`config.mk`:
```
export PLATFORM = sky130hd
export DESIGN_NAME = imem_loader
export DESIGN_NICKNAME = d
export VERILOG_FILES = /design/src/rtl/imem_pkg.sv /design/src/rtl/imem_word_packer.sv /design/src/rtl/imem_loader.sv
export SDC_FILE = /design/constraint.sdc
export NUM_CORES = 1
export LEC_CHECK = 0
export CORE_MARGIN = 3
export CORE_UTILIZATION = 50
export DETAILED_ROUTE_END_ITERATION = 6
export GPL_TIMING_DRIVEN = 0
export PLACE_DENSITY_LB_ADDON = 0.2
export SYNTH_ARGS = -nofsm -noshare
export SYNTH_HDL_FRONTEND = slang
export SYNTH_SLANG_ARGS = --single-unit
export TNS_END_PERCENT = 50
```
`constraint.sdc`:
```
create_clock -name clk -period 2.45 [get_ports clk]
set_input_delay 0.735 -clock clk [delete_from_list [all_inputs] [get_ports clk]]
set_output_delay 0.735 -clock clk [all_outputs]
set_load 0.05 [all_outputs]
```
`src/rtl/imem_pkg.sv`:
```
// imem_pkg: shared instruction-memory widths, loader state encoding and
// the ECALL opcode used by benches as a recognisable instruction word.
package imem_pkg;

  localparam int unsigned IMEM_ADDR_W = 20;
  localparam int unsigned IMEM_DATA_W = 32;

  localparam logic [31:0] IMEM_ECALL = 32'h0000_0073;

  typedef enum logic [2:0] {
    LD_IDLE,
    LD_LEN_LO,
    LD_LEN_HI,
    LD_DATA,
    LD_CSUM,
    LD_DONE
  } loader_state_e;

endpackage

```
`src/rtl/imem_word_packer.sv`:
```
// imem_word_packer: collects four little-endian bytes into one instruction
// word and emits a registered one-cycle word_valid pulse with the word,
// one cycle after the fourth byte is taken.
module imem_word_packer
  import imem_pkg::*;
(
  input  logic                   clk,
  input  logic                   rst_n,
  input  logic                   clear_i,
  input  logic                   byte_valid_i,
  input  logic [7:0]             byte_i,
  output logic                   last_byte_o,
  output logic                   word_valid_o,
  output logic [IMEM_DATA_W-1:0] word_o
);

  logic [1:0]             cnt_q, cnt_d;
  logic [IMEM_DATA_W-9:0] asm_q, asm_d;
  logic [IMEM_DATA_W-1:0] word_q, word_d;
  logic                   wv_q, wv_d;

  assign last_byte_o  = (cnt_q == 2'd3);
  assign word_valid_o = wv_q;
  assign word_o       = word_q;

  // Place each byte at its lane; the fourth byte completes the word at once
  always_comb begin
    cnt_d  = cnt_q;
    asm_d  = asm_q;
    word_d = word_q;
    wv_d   = 1'b0;
    if (clear_i) begin
      cnt_d = 2'd0;
    end else if (byte_valid_i) begin
      cnt_d = cnt_q + 2'd1;
      case (cnt_q)
        2'd0:    asm_d[7:0]   = byte_i;
        2'd1:    asm_d[15:8]  = byte_i;
        2'd2:    asm_d[23:16] = byte_i;
        default: begin
          word_d = {byte_i, asm_q};
          wv_d   = 1'b1;
        end
      endcase
    end
  end

  // Packer state registers
  always_ff @(posedge clk or negedge rst_n) begin
    if (!rst_n) begin
      cnt_q  <= 2'd0;
      asm_q  <= '0;
      word_q <= '0;
      wv_q   <= 1'b0;
    end else begin
      cnt_q  <= cnt_d;
      asm_q  <= asm_d;
      word_q <= word_d;
      wv_q   <= wv_d;
    end
  end

endmodule

```
`src/rtl/imem_loader.sv`:
```
// imem_loader: programs instruction RAM from a byte stream (16-bit LE word
// count, then 4 LE bytes per word) while holding the CPU in reset.
// Optional trailing XOR checksum byte: define IMEM_LOADER_CHECKSUM_EN.
module imem_loader
  import imem_pkg::*;
#(
  parameter int unsigned       ADDR_W    = IMEM_ADDR_W,
  parameter int unsigned       DATA_W    = IMEM_DATA_W,
  parameter logic [ADDR_W-1:0] BASE_ADDR = '0,
  parameter int unsigned       MAX_WORDS = 1024
) (
  input  logic              clk,
  input  logic              rst_n,
  input  logic              start,
  input  logic [7:0]        in_data,
  input  logic              in_valid,
  output logic              in_ready,
  output logic              wr_en,
  output logic [ADDR_W-1:0] wr_addr,
  output logic [DATA_W-1:0] wr_data,
  output logic              cpu_hold,
  output logic              busy,
  output logic              done,
  output logic              err
);

  localparam logic [63:0] ADDR_SPAN = 64'd1 << ADDR_W;
  localparam bit          NO_WRAP   = (64'(BASE_ADDR) + 64'(MAX_WORDS)) <= ADDR_SPAN;

  loader_state_e     state_q, state_d;
  logic [15:0]       len_q, len_d;
  logic [15:0]       recv_q, recv_d;
  logic [15:0]       wrcnt_q, wrcnt_d;
  logic [ADDR_W-1:0] addr_q, addr_d;
  logic              done_q, done_d;
  logic              err_q, err_d;
  logic [7:0]        csum_q, csum_d;

  logic                   take;
  logic                   pk_clear;
  logic                   pk_valid;
  logic                   pk_last;
  logic                   pk_word_valid;
  logic [IMEM_DATA_W-1:0] pk_word;
  logic [15:0]            len_full;

  // Data bytes are only requested until every word of the load has arrived
  assign in_ready = (state_q == LD_LEN_LO) || (state_q == LD_LEN_HI) ||
                    (state_q == LD_CSUM) ||
                    ((state_q == LD_DATA) && (recv_q != len_q));
  assign busy     = (state_q != LD_IDLE) && (state_q != LD_DONE);
  assign cpu_hold = busy;
  assign done     = done_q;
  assign err      = err_q;
  assign wr_en    = pk_word_valid;
  assign wr_addr  = addr_q;
  assign wr_data  = pk_word;
  assign take     = in_valid & in_ready;
  assign pk_valid = take & (state_q == LD_DATA);
  assign len_full = {in_data, len_q[7:0]};

  imem_word_packer u_packer (
    .clk          (clk),
    .rst_n        (rst_n),
    .clear_i      (pk_clear),
    .byte_valid_i (pk_valid),
    .byte_i       (in_data),
    .last_byte_o  (pk_last),
    .word_valid_o (pk_word_valid),
    .word_o       (pk_word)
  );

  // Load sequencing: arm on start, capture count, stream words, finish
  always_comb begin
    state_d  = state_q;
    len_d    = len_q;
    recv_d   = recv_q;
    wrcnt_d  = wrcnt_q;
    addr_d   = addr_q;
    done_d   = done_q;
    err_d    = err_q;
    csum_d   = csum_q;
    pk_clear = 1'b0;
    case (state_q)
      LD_IDLE, LD_DONE: begin
        if (start) begin
          state_d  = LD_LEN_LO;
          done_d   = 1'b0;
          err_d    = 1'b0;
          recv_d   = 16'd0;
          wrcnt_d  = 16'd0;
          addr_d   = BASE_ADDR;
          csum_d   = 8'h00;
          pk_clear = 1'b1;
        end
      end
      LD_LEN_LO: begin
        if (take) begin
          len_d[7:0] = in_data;
          state_d    = LD_LEN_HI;
        end
      end
      LD_LEN_HI: begin
        if (take) begin
          len_d[15:8] = in_data;
          if (len_full == 16'd0) begin
`ifdef IMEM_LOADER_CHECKSUM_EN
            state_d = LD_CSUM;
`else
            state_d = LD_DONE;
            done_d  = 1'b1;
`endif
          end else if (32'(len_full) > MAX_WORDS) begin
            err_d   = 1'b1;
            state_d = LD_IDLE;
          end else begin
            state_d = LD_DATA;
          end
        end
      end
      LD_DATA: begin
        if (take) begin
          csum_d = csum_q ^ in_data;
          if (pk_last) recv_d = recv_q + 16'd1;
        end
        if (pk_word_valid) begin
          addr_d  = addr_q + ADDR_W'(1);
          wrcnt_d = wrcnt_q + 16'd1;
          if (wrcnt_d == len_q) begin
`ifdef IMEM_LOADER_CHECKSUM_EN
            state_d = LD_CSUM;
`else
            state_d = LD_DONE;
            done_d  = 1'b1;
`endif
          end
        end
      end
`ifdef IMEM_LOADER_CHECKSUM_EN
      LD_CSUM: begin
        if (take) begin
          if (in_data == csum_q) begin
            done_d  = 1'b1;
            state_d = LD_DONE;
          end else begin
            err_d   = 1'b1;
            state_d = LD_IDLE;
          end
        end
      end
`endif
      default: state_d = LD_IDLE;
    endcase
  end

  // Loader state, counters and sticky flags
  always_ff @(posedge clk or negedge rst_n) begin
    if (!rst_n) begin
      state_q <= LD_IDLE;
      len_q   <= 16'd0;
      recv_q  <= 16'd0;
      wrcnt_q <= 16'd0;
      addr_q  <= BASE_ADDR;
      done_q  <= 1'b0;
      err_q   <= 1'b0;
      csum_q  <= 8'h00;
    end else begin
      state_q <= state_d;
      len_q   <= len_d;
      recv_q  <= recv_d;
      wrcnt_q <= wrcnt_d;
      addr_q  <= addr_d;
      done_q  <= done_d;
      err_q   <= err_d;
      csum_q  <= csum_d;
    end
  end

  // The largest accepted load must fit without the word address wrapping
  assert property (@(posedge clk) disable iff (!rst_n) NO_WRAP);

endmodule

```
Word level (Yosys, flattened, before mapping):

Index checks and enable logic that the tools add are counted.

* register bits after elaboration: 132
* output and inout port bits: 58
* logic and storage cells: 104

* add/sub/neg operators: 4
* magnitude comparators: 1
* equal/unequal tests: 21
* multiplexer cells: 34
* bitwise gates (word level): 4
* reduce and logical (&&, ||, !) cells: 26

Operator list (number)
* 16-bit 2-to-1 mux: 4
* 16-bit case mux with 2 select lines: 2
* 20-bit 2-to-1 mux: 2
* 20-bit case mux with 2 select lines: 1
* 16-bit by 1-bit adder with 16-bit output, second input constant: 2
* 20-bit by 1-bit adder with 20-bit output, second input constant: 1
* 3-bit 2-to-1 mux: 6
* 16-bit == test: 1
* 16-bit by 11-bit > comparator with 1-bit output, second input constant: 1
* 16-bit zero test: 1
* 16-bit != test: 1
* 3-bit AND reduction: 5
* 1-bit 2-to-1 mux: 13
* 2-bit != test, second input constant: 6
* 3-bit case mux with 4 select lines: 1
* 5-bit AND reduction: 2
* 2-bit by 1-bit != test with 1-bit output, second input constant: 4
* 3-bit by 2-bit == test with 1-bit output, second input constant: 2
* 3-bit == test, second input constant: 2
* 2-bit 2-to-1 mux: 3
* 6-bit AND reduction: 1
* 2-bit nonzero test: 3
* 3-bit nonzero test: 2
* 2-bit == test, second input constant: 2
* other kinds (16): 22

Depth between registers and ports, before layout:

Gate-level depths: netlist of run 1.

* depth after elaboration: 8
* gate-level depth with buffers: 9

Hierarchy:

A second synthesis of run 1 with hierarchy kept.

* cell total of the unflattened synthesis: 631
* area total of the unflattened synthesis: 7045.5 µm²

By module, submodules not included
* imem_loader: instances 1, cells an instance 496, area each 4634.4 µm²
* imem_word_packer: instances 1, cells an instance 135, area each 2411.1 µm²

Worst setup path before layout of run 1:

No wires, ideal clock.

* path type: reg2out
* from: reg len_q[2]
* to: out in_ready
* arrival time: 2210 ps
* required time: 1715 ps
* path slack: -495 ps
* cell stages (with the launch flop): 7
* buffers on the path: 1
* path through: dfrtp_1 -> clkbuf_1 -> xor2_1 -> nor3_1 -> nand4_2 -> nor2_1 -> o31ai_1

* cells in the longest elaborated chain, start to end: 3

RTL lines
* from (decl): line imem_loader.sv:31 `logic [15:0] len_q, len_d;`
* from (signal assigned): line imem_loader.sv:169 `len_q <= len_d;`
* 16-bit != test: line imem_loader.sv:50 `((state_q == LD_DATA) && (recv_q != len_q));`
* 1-bit logical AND: line imem_loader.sv:50
* 1-bit logical OR: line imem_loader.sv:49 `(state_q == LD_CSUM) ||`
* to (decl): line imem_loader.sv:17 `output logic in_ready,`

Every way passes these cells.

Worst setup path in the final report of run 1:

* from: reg recv_q[4]
* to: out in_ready

* cells in the longest elaborated chain, start to end: 3

RTL lines
* from (decl): line imem_loader.sv:32 `logic [15:0] recv_q, recv_d;`
* from (signal assigned): line imem_loader.sv:170 `recv_q <= recv_d;`
* 16-bit != test: line imem_loader.sv:50
* 1-bit logical AND: line imem_loader.sv:50
* 1-bit logical OR: line imem_loader.sv:49

Every way passes these cells.

==> results of run 1 <==
-- Yosys cell counts (2+ instances only) --
master,number
a211oi_1,2
buf_2,10
nor3_1,8
nand2b_1,4
nand4_2,2
o21ai_0,49
or4_1,4
o2111ai_1,2
o211ai_2,3
clkbuf_2,2
and3b_1,2
and2_1,4
nor2_1,45
a2111oi_0,2
clkbuf_1,17
nand3_1,32
nor2b_1,3
nor4_2,3
and4_1,3
nor4b_1,2
o21a_1,2
xnor2_1,24
or3_1,13
a2111oi_2,2
o31ai_1,8
dfrtp_1,132
inv_1,11
mux2_2,72
ha_1,7
a21oi_1,20
a31oi_1,6
buf_6,2
o2bb2ai_1,2
nand4_1,8
nand2_1,30
and3_1,16
xor2_1,34
nor4_1,8
buf_4,2
-- logic make-up (layout without fill, tap and decap cells) --
kind of cell / count (synthesis) / count (layout) / share of synthesized area
AO/OA/AOI/OAI: 109 / 109 / 0.107
AND/OR/NAND/NOR: 193 / 193 / 0.157
buffers and inverters: 47 / 161 / 0.0323
flip-flops: 132 / 132 / 0.493
adder cells (fa/ha/maj): 7 / 7 / 0.0131
multiplexers: 73 / 73 / 0.122
XOR/XNOR: 58 / 58 / 0.0758
-- area by class of cell --
type	instances	share of cell area
buffer	29	0.0199
clock buffer	19	0.0517
clock inverter	13	0.0202
inverter	13	0.00599
multi-input combinational	440	0.390
sequential	132	0.387
tap	172	0.0251
timing repair buffer	87	0.0996
-- how the worst min path moves through the flow --
| stage | startpoint | endpoint | slack (ns) |
|---|---|---|---|
| 3_3_place_gp | u_packer.asm_q[7]$_DFFE_PN0P_ | u_packer.asm_q[7]$_DFFE_PN0P_ | 0.48 |
| 5_1_grt | rst_n | wrcnt_q[13]$_DFFE_PN0P_ | 0.19 |
| 2_1_floorplan | rst_n | done$_DFFE_PN0P_ | 0.44 |
| 4_1_cts | rst_n | state_q[2]$_DFFE_PN0P_ | 0.18 |
| 6_report | rst_n | state_q[2]$_DFFE_PN0P_ | 0.18 |
| 3_5_place_dp | u_packer.asm_q[23]$_DFFE_PN0P_ | u_packer.asm_q[23]$_DFFE_PN0P_ | 0.49 |
-- power breakdown --
part	internal, mW	switching (mW)
logic	0.965	1.25
clock network	1.64	1.00
registers	2.57	0.356
total	5.17	2.61
-- sequential cells by signal, summed over array words and instances, names as in the netlist --
| signal | flops |
|---|---|
| err | 1 |
| wrcnt_q | 16 |
| recv_q | 16 |
| wr_addr | 20 |
| done | 1 |
| u_packer.asm_q | 24 |
| u_packer.cnt_q | 2 |
| u_packer.word_o | 32 |
| u_packer.word_valid_o | 1 |
| len_q | 16 |
| state_q | 3 |
-- per-stage QoR --
step | cell area, um^2 | setup TNS, ns | hold WS [ns] | setup slack (ns)
final | 8570 | -1.69 | 0.181 | -0.188
after floorplan | 6720 | 0 | 0.439 | 0.102
after detailed placement | 7640 | -36.51 | 0.493 | -0.888
after global placement | 7610 | -615.46 | 0.483 | -4.42
after global routing | 8570 | -3.81 | 0.195 | -0.220
after CTS | 8410 | -0.229 | 0.179 | -0.228
-- per-layer routing --
metal / wire length, um / part of all wire / vias to the layer above
met3: 952 / 0.059 / 30
met2: 7820 / 0.48 / 170
li1: - / - / 2426
met1: 7040 / 0.44 / 2589
met5: 0 / 0 / -
met4: 353 / 0.022 / 0
-- repair_timing --
action                     in CTS  in global routing
pin swaps                       8                 11
cloned                          0                  1
gates resized for setup        44                 37
hold buffers                    0                  0
setup endpoints to repair     110                 76
buffers inserted               10                  7
==> flow_metrics.tcl, run 1 <==
set metrics [dict create \
    status "finished, violations left" \
    violations "negative setup slack" \
    grt.overflow.total 0 \
    end_kind "output pin" \
    grt_max_degree 103 \
    design.die.area_mm2 0.0148 \
    tritoncts "built" \
    busiest_layer "met2" \
    drc_errors 0 \
    use_met2 0.371 \
    yosys.area.top_type_share 0.493 \
    seq_area_frac_synth 0.493 \
    cp_slowest_cell "dfrtp_2" \
    yosysWarnings 0 \
    crit_path_end "in_ready" \
    final-hold-violation-count 0 \
    dp.cells 860 \
    cp.depth 6 \
    die_height_um 122 \
    powerDensity_mw_per_mm2 909 \
    crit_arrival_ns 1.90 \
    startpoint "recv_q[4]$_DFFE_PN0P_" \
    numCtsBuffers 17 \
    finalCriticalPeriod_ns 2.64 \
    cts-root-buf "clkbuf_16" \
    wl_per_cell_um 17.9 \
    rr_worst_depth 8 \
    routed_wl_mm 16.2 \
    synth-main-ff-cell "dfrtp_1" \
    fp-row-count 41 \
    cts_buffer_depth 2 \
    maxSlewHeadroom 0.329 \
    netlist_instances 619 \
    gp_congestion 0.948 \
    regArea_mm2 0.00332 \
    n_antenna_cell 0 \
    grt_usage 0.231 \
    vias 5215 \
    dp_hpwl_mm 11.0 \
    rr_startpoint "recv_q[4]$_DFFE_PN0P_" \
    start_kind "register" \
    fmax_mhz 379 \
    synth_edf_count 0 \
    async_reset_ff_frac 1.00 \
    avgSynthCellArea_um2 10.8 \
    hp-class "in2async" \
    utilization 0.665 \
    final_cell_mix "dfrtp_1, mux2_2, clkdlybuf4s50_1" \
    cp_top_family "simple AND/OR/NAND/NOR gates" \
    path_cells "xor2_1 > nor4_2 > nand4_2 > nor2_4 > o31ai_4 > buf_6" \
    grt_setup_unrepaired "yes" \
    clkSlewWorstSetupHoldPaths_ns 0.06 \
    synth_nets 638 \
    coreArea_mm2 0.0129 \
    clock_latency_ns 0.43 \
    htree_num_levels 4 \
    reg2reg_to "u_packer.word_o[31]$_DFFE_PN0P_" \
    r2r_slack_ns -0.09 \
    max_cap_viol_count 0 \
    synthesis.area_mm2 0.00670 \
    finalClockSkew_ns 0.00895 \
    drive_gt1_frac 0.258 \
    crit_type "reg2out" \
    grt_pass1_wl_mm 26.6 \
    first_pass_iters 5 \
    post-route-period-util 1.08 \
    antenna_left 0 \
    worst_path_largest_cell_delay_ns 0.43 \
    first_global_vias 5278 \
    final_common_cell "dfrtp_1" \
    drtIter0Drc 497 \
    grt_antenna_before_repair 0 \
    p_total_mw 7.79 \
    io-pin-count 70 \
    die_w_um 122 \
    cts.sinks 132 \
    cp_max_fo 2 \
    use_met1 0.296 \
    start_util 0.521 \
    numPortBuffers 68 \
    p_leak_nw 3.91 \
    fin_nets 739 \
    multi_input_area_mm2 0.00334 \
    synth.distinct_cells 60 \
    worst-path-buf-inv 1 \
    synth-seq-cells 132 \
    synth_largest_area_cell "dfrtp_1" \
    n_fill_cell 964 \
    yosys-top-cells-area "dfrtp_1, mux2_2, xor2_1, o21ai_0, xnor2_1" \
    finalNonFillerCells 905 \
    routed_via_density 5.76 \
    setup_violations 28 \
    grtUsageMet3 0.0747 \
    drv_slew 0 \
    worst_pin_slew_ns 0.999 \
    peakVddDrop_uv 639 \
    syn_to_final_growth_pct 27.8 \
    critPathRequiredTime_ns 1.71 \
    fin_ws_ns -0.188 \
]
Power figures use the tool's default switching activity.
==> run 2, diff against run 1 <==
--- a/config.mk
+++ b/config.mk
@@ -7,6 +7,7 @@
 export LEC_CHECK = 0
 export CORE_MARGIN = 3
 export CORE_UTILIZATION = 50
+export CTS_BUF_LIST = sky130_fd_sc_hd__clkbuf_4 sky130_fd_sc_hd__clkbuf_8
 export DETAILED_ROUTE_END_ITERATION = 6
 export GPL_TIMING_DRIVEN = 0
 export PLACE_DENSITY_LB_ADDON = 0.2
==> flow_metrics.tcl, run 2 (synthesis results as in run 1) <==
set metrics [dict create \
    final_common_cell "dfrtp_1" \
    hp-class "in2async" \
    maxSlewHeadroom 0.342 \
    drc_errors 0 \
    setup_violations 29 \
    start_util 0.521 \
    finalCriticalPeriod_ns 2.69 \
    drtIter0Drc 496 \
    end_kind "output pin" \
    fin_ws_ns -0.243 \
    start_kind "register" \
    fp-row-count 41 \
    grt_usage 0.228 \
    design.die.area_mm2 0.0148 \
    critPathRequiredTime_ns 1.71 \
    die_w_um 122 \
    rr_startpoint "len_q[1]$_DFFE_PN0P_" \
    startpoint "len_q[1]$_DFFE_PN0P_" \
    worst_pin_slew_ns 0.979 \
    drv_slew 0 \
    rr_worst_depth 8 \
    cp_slowest_cell "dfrtp_1" \
    n_fill_cell 1011 \
    worst_path_largest_cell_delay_ns 0.46 \
    vias 5249 \
    grt_pass1_wl_mm 26.4 \
    largest_register_ffs 32 \
    whs_ns 0.136 \
    crit_type "reg2out" \
    clock_latency_ns 0.47 \
    finalClockSkew_ns 0.0164 \
    antenna_left 0 \
    crit_path_end "in_ready" \
    routed_via_density 5.78 \
    final_cell_mix "dfrtp_1, mux2_2, o21ai_0" \
    p_leak_nw 3.95 \
    clkSlewWorstSetupHoldPaths_ns 0.08 \
    max_cap_viol_count 0 \
    fin_nets 742 \
    grt_max_degree 103 \
    dp_hpwl_mm 11.0 \
    worst-path-buf-inv 1 \
    multi_input_area_mm2 0.00332 \
    path_cells "xor2_1 > nor4_2 > nand4_2 > nor2_4 > o31ai_4 > buf_6" \
    grt_setup_unrepaired "yes" \
    wl_per_cell_um 17.7 \
    drive_gt1_frac 0.262 \
    htree_num_levels 4 \
    violations "negative setup slack" \
    final_area_mm2 0.00838 \
    placed_cell_area_mm2 0.00764 \
    io-pin-count 70 \
    cp.depth 6 \
    status "finished, violations left" \
    syn_to_final_growth_pct 25.0 \
    routed_wl_mm 16.1 \
    utilization 0.651 \
    cp_max_fo 4 \
    numCtsBuffers 17 \
    cp_top_family "simple AND/OR/NAND/NOR gates" \
    powerDensity_mw_per_mm2 849 \
    r2r_slack_ns -0.09 \
    first_global_vias 5288 \
    grt.overflow.total 0 \
    cts_buffer_depth 2 \
    first_pass_iters 7 \
    peakVddDrop_uv 620 \
    final-hold-violation-count 0 \
    gp_congestion 0.948 \
    post-route-period-util 1.10 \
    grt_antenna_before_repair 0 \
    numPortBuffers 68 \
    regArea_mm2 0.00332 \
    fmax_mhz 371 \
    cts.sinks 132 \
    hold_buffers 0 \
    tritoncts "built" \
    reg2reg_to "u_packer.word_o[31]$_DFFE_PN0P_" \
    place_ws_ns -0.888 \
    n_antenna_cell 0 \
    crit_arrival_ns 1.96 \
    cts-root-buf "clkbuf_8" \
    die_height_um 122 \
    coreArea_mm2 0.0129 \
]
==> run 2: cell count changes in the layout (fill, tap and decap cells not counted), sizes merged <==
cell,change
dlygate4sd2,+10
clkdlybuf4s50,-15
dlymetal6s2s,+4
buf,+3
clkdlybuf4s15,+1
==> run 2: stage by stage <==
stage / TNS (ns) / power, mW / instances
final: -1.79 / 7.12 / 908
after global routing: -3.38 / 7.48 / 908
after CTS: -0.353 / 7.08 / 901
after detailed placement: -36.51 / 5.02 / 860
after global placement: -615.46 / 4.94 / 859
after floorplan: 0 / 4.38 / 619
==> run 2: worst reg2reg max path: stages (launching register included) <==
cell and delay, ns:
dfrtp_1 0.46, xor2_1 0.20, nor4_2 0.26, nand4_2 0.19, buf_4 0.18, buf_4 0.16
o211ai_4 0.34, buf_4 0.27, mux2_2 0.35
==> run 2: worst min path at each step <==
stage	slack [ns]	to	start
2_1_floorplan	0.44	done$_DFFE_PN0P_	rst_n
3_3_place_gp	0.48	u_packer.asm_q[7]$_DFFE_PN0P_	u_packer.asm_q[7]$_DFFE_PN0P_
3_5_place_dp	0.49	u_packer.asm_q[23]$_DFFE_PN0P_	u_packer.asm_q[23]$_DFFE_PN0P_
4_1_cts	0.13	state_q[2]$_DFFE_PN0P_	rst_n
5_1_grt	0.15	state_q[2]$_DFFE_PN0P_	rst_n
6_report	0.14	state_q[2]$_DFFE_PN0P_	rst_n
==> run 2: power by group <==
part	internal, mW	switching (mW)	leakage [nW]
Combinational	0.973	1.24	1.98
Sequential	2.57	0.361	1.76
Clock	1.06	0.916	0.215
Total	4.60	2.52	3.95
==> run 2: timing repair <==
| item | 4_1_cts | 5_1_grt |
|---|---|---|
| resized for setup | 54 | 42 |
| setup buffers | 12 | 9 |
| gates cloned | 0 | 1 |
| pin swaps | 9 | 9 |
| endpoints found under the setup margin | 112 | 83 |
==> run 2: layout make-up <==
cell class              instances  area share
plain buffers                  28      0.0193
clock buffers                  19      0.0305
clock inverters                13      0.0206
inverters                      13     0.00612
multi-input cells             440       0.396
flip-flops and latches        132       0.397
well taps                     172      0.0257
repair buffers                 91       0.105
==> run 2: per-layer routing <==
metal | vias to the layer above | part of all wire | wire length (um) | GRT usage
li1 | 2438 | - | - | -
met1 | 2598 | 0.44 | 7020 | 0.293
met2 | 177 | 0.48 | 7700 | 0.362
met3 | 36 | 0.060 | 966 | 0.0636
met4 | 0 | 0.027 | 430 | 0.102
met5 | - | 0 | 0 | 0
==> run 3, diff against run 2 <==
--- a/config.mk
+++ b/config.mk
@@ -11,6 +11,7 @@
 export DETAILED_ROUTE_END_ITERATION = 6
 export GPL_TIMING_DRIVEN = 0
 export PLACE_DENSITY_LB_ADDON = 0.2
+export SKIP_LAST_GASP = 1
 export SYNTH_ARGS = -nofsm -noshare
 export SYNTH_HDL_FRONTEND = slang
 export SYNTH_SLANG_ARGS = --single-unit
==> flow_metrics.tcl, run 3 (synthesis results as in run 1) <==
set metrics [dict create \
    violations "negative setup slack" \
    finalClockSkew_ns 0.0160 \
    grt_setup_unrepaired "yes" \
    drtIter0Drc 437 \
    vias 5255 \
    grt_usage 0.228 \
    multi_input_area_mm2 0.00332 \
    grt_pass1_wl_mm 26.4 \
    final_cell_mix "dfrtp_1, mux2_2, clkdlybuf4s50_1" \
    wl_per_cell_um 17.7 \
    clkSlewWorstSetupHoldPaths_ns 0.08 \
    setup_tns_ns -2.05 \
    r2r_slack_ns -0.15 \
    crit_arrival_ns 1.94 \
    rr_worst_depth 8 \
    peakVddDrop_uv 617 \
    gp_congestion 0.948 \
    grt_max_degree 103 \
    start_kind "register" \
    path_cells "xor2_1 > nor4_2 > nand4_2 > nor2_4 > o31ai_4 > buf_6" \
    fin_ws_ns -0.225 \
    first_global_vias 5288 \
    finalNonFillerCells 908 \
    largest_register_ffs 32 \
    start_util 0.521 \
    fin_nets 742 \
    place_ws_ns -0.888 \
    final-hold-violation-count 0 \
    htree_num_levels 4 \
    clock_latency_ns 0.47 \
    cts.sinks 132 \
    regArea_mm2 0.00332 \
    n_fill_cell 1004 \
    numPortBuffers 68 \
    design.die.area_mm2 0.0148 \
    crit_type "reg2out" \
    drive_gt1_frac 0.262 \
    routed_via_density 5.79 \
    coreArea_mm2 0.0129 \
    routed_wl_mm 16.1 \
    max_cap_viol_count 0 \
    n_antenna_cell 0 \
    first_pass_iters 7 \
    hp-class "in2async" \
    critPathRequiredTime_ns 1.71 \
    utilization 0.650 \
    cts_buffer_depth 2 \
    tritoncts "built" \
    die_height_um 122 \
    die_w_um 122 \
    powerDensity_mw_per_mm2 851 \
    drv_slew 0 \
    post-route-period-util 1.09 \
    worst_pin_slew_ns 0.993 \
    reg2reg_to "u_packer.word_o[31]$_DFFE_PN0P_" \
    whs_ns 0.136 \
    setup_violations 34 \
    cp_max_fo 2 \
    grt.overflow.total 0 \
    fp-row-count 41 \
    antenna_left 0 \
    maxSlewHeadroom 0.332 \
    fmax_mhz 374 \
    cp_slowest_cell "dfrtp_2" \
    status "finished, violations left" \
    p_leak_nw 3.76 \
    numCtsBuffers 17 \
    finalCriticalPeriod_ns 2.67 \
    end_kind "output pin" \
    cts-root-buf "clkbuf_8" \
    io-pin-count 70 \
    grt_antenna_before_repair 0 \
    worst_path_largest_cell_delay_ns 0.44 \
    syn_to_final_growth_pct 24.9 \
    dp.cells 860 \
    rr_startpoint "recv_q[4]$_DFFE_PN0P_" \
    final_common_cell "dfrtp_1" \
    drc_errors 0 \
    dp_hpwl_mm 11.0 \
]
## run 3: per-layer routing
layer	global-route usage	part of all wire	up-vias
li1	-	-	2443
met1	0.293	0.44	2591
met2	0.362	0.47	179
met3	0.0636	0.061	42
met4	0.102	0.029	0
met5	0	0	-
## run 3: worst max path at each step
| stage | start | cells past startpoint | to | slack (ns) |
|---|---|---|---|---|
| after floorplan | recv_q[6]$_DFFE_PN0P_ | 6 | in_ready | 0.10 |
| after global placement | rst_n | 1 | u_packer.asm_q[2]$_DFFE_PN0P_ | -4.42 |
| after detailed placement | start | 9 | wrcnt_q[15]$_DFFE_PN0P_ | -0.89 |
| after CTS | len_q[12]$_DFFE_PN0P_ | 6 | in_ready | -0.28 |
| after global routing | len_q[4]$_DFFE_PN0P_ | 6 | in_ready | -0.27 |
| final | recv_q[4]$_DFFE_PN0P_ | 6 | in_ready | -0.22 |
## run 3: metrics by stage
step,total power [mW],instance area (um^2)
2_1_floorplan,4.38,6720
3_3_place_gp,4.94,7610
3_5_place_dp,5.02,7640
4_1_cts,7.09,8210
5_1_grt,7.49,8370
6_report,7.12,8370
## run 3: worst max-delay path, delay by kind of cell (launching register included)
family	cells	cell delay, ns
flip-flops	1	0.44
AND/OR/NAND/NOR	3	0.64
buffers and inverters	1	0.16
AO/OA/AOI/OAI	1	0.07
XOR/XNOR	1	0.16
## run 3: final cells by class
cell class,instances,area share
Buffer,28,0.0185
Multi-Input combinational cell,440,0.397
Clock buffer,19,0.0305
Sequential cell,132,0.397
Tap cell,172,0.0257
Inverter,13,0.00613
Clock inverter,13,0.0206
Timing Repair Buffer,91,0.105
## run 3: power by group
part / internal, mW / switching, mW / total [mW]
clock network: 1.06 / 0.916 / 1.98
registers: 2.57 / 0.361 / 2.93
logic: 0.980 / 1.24 / 2.22
total: 4.61 / 2.52 / 7.12
## run 3: timing repair
item,in CTS,in global routing
gates resized for setup,41,32
cloned,0,1
endpoints found under the setup margin,112,96
hold buffers,0,0
buffers inserted,12,9
pin swaps,9,8
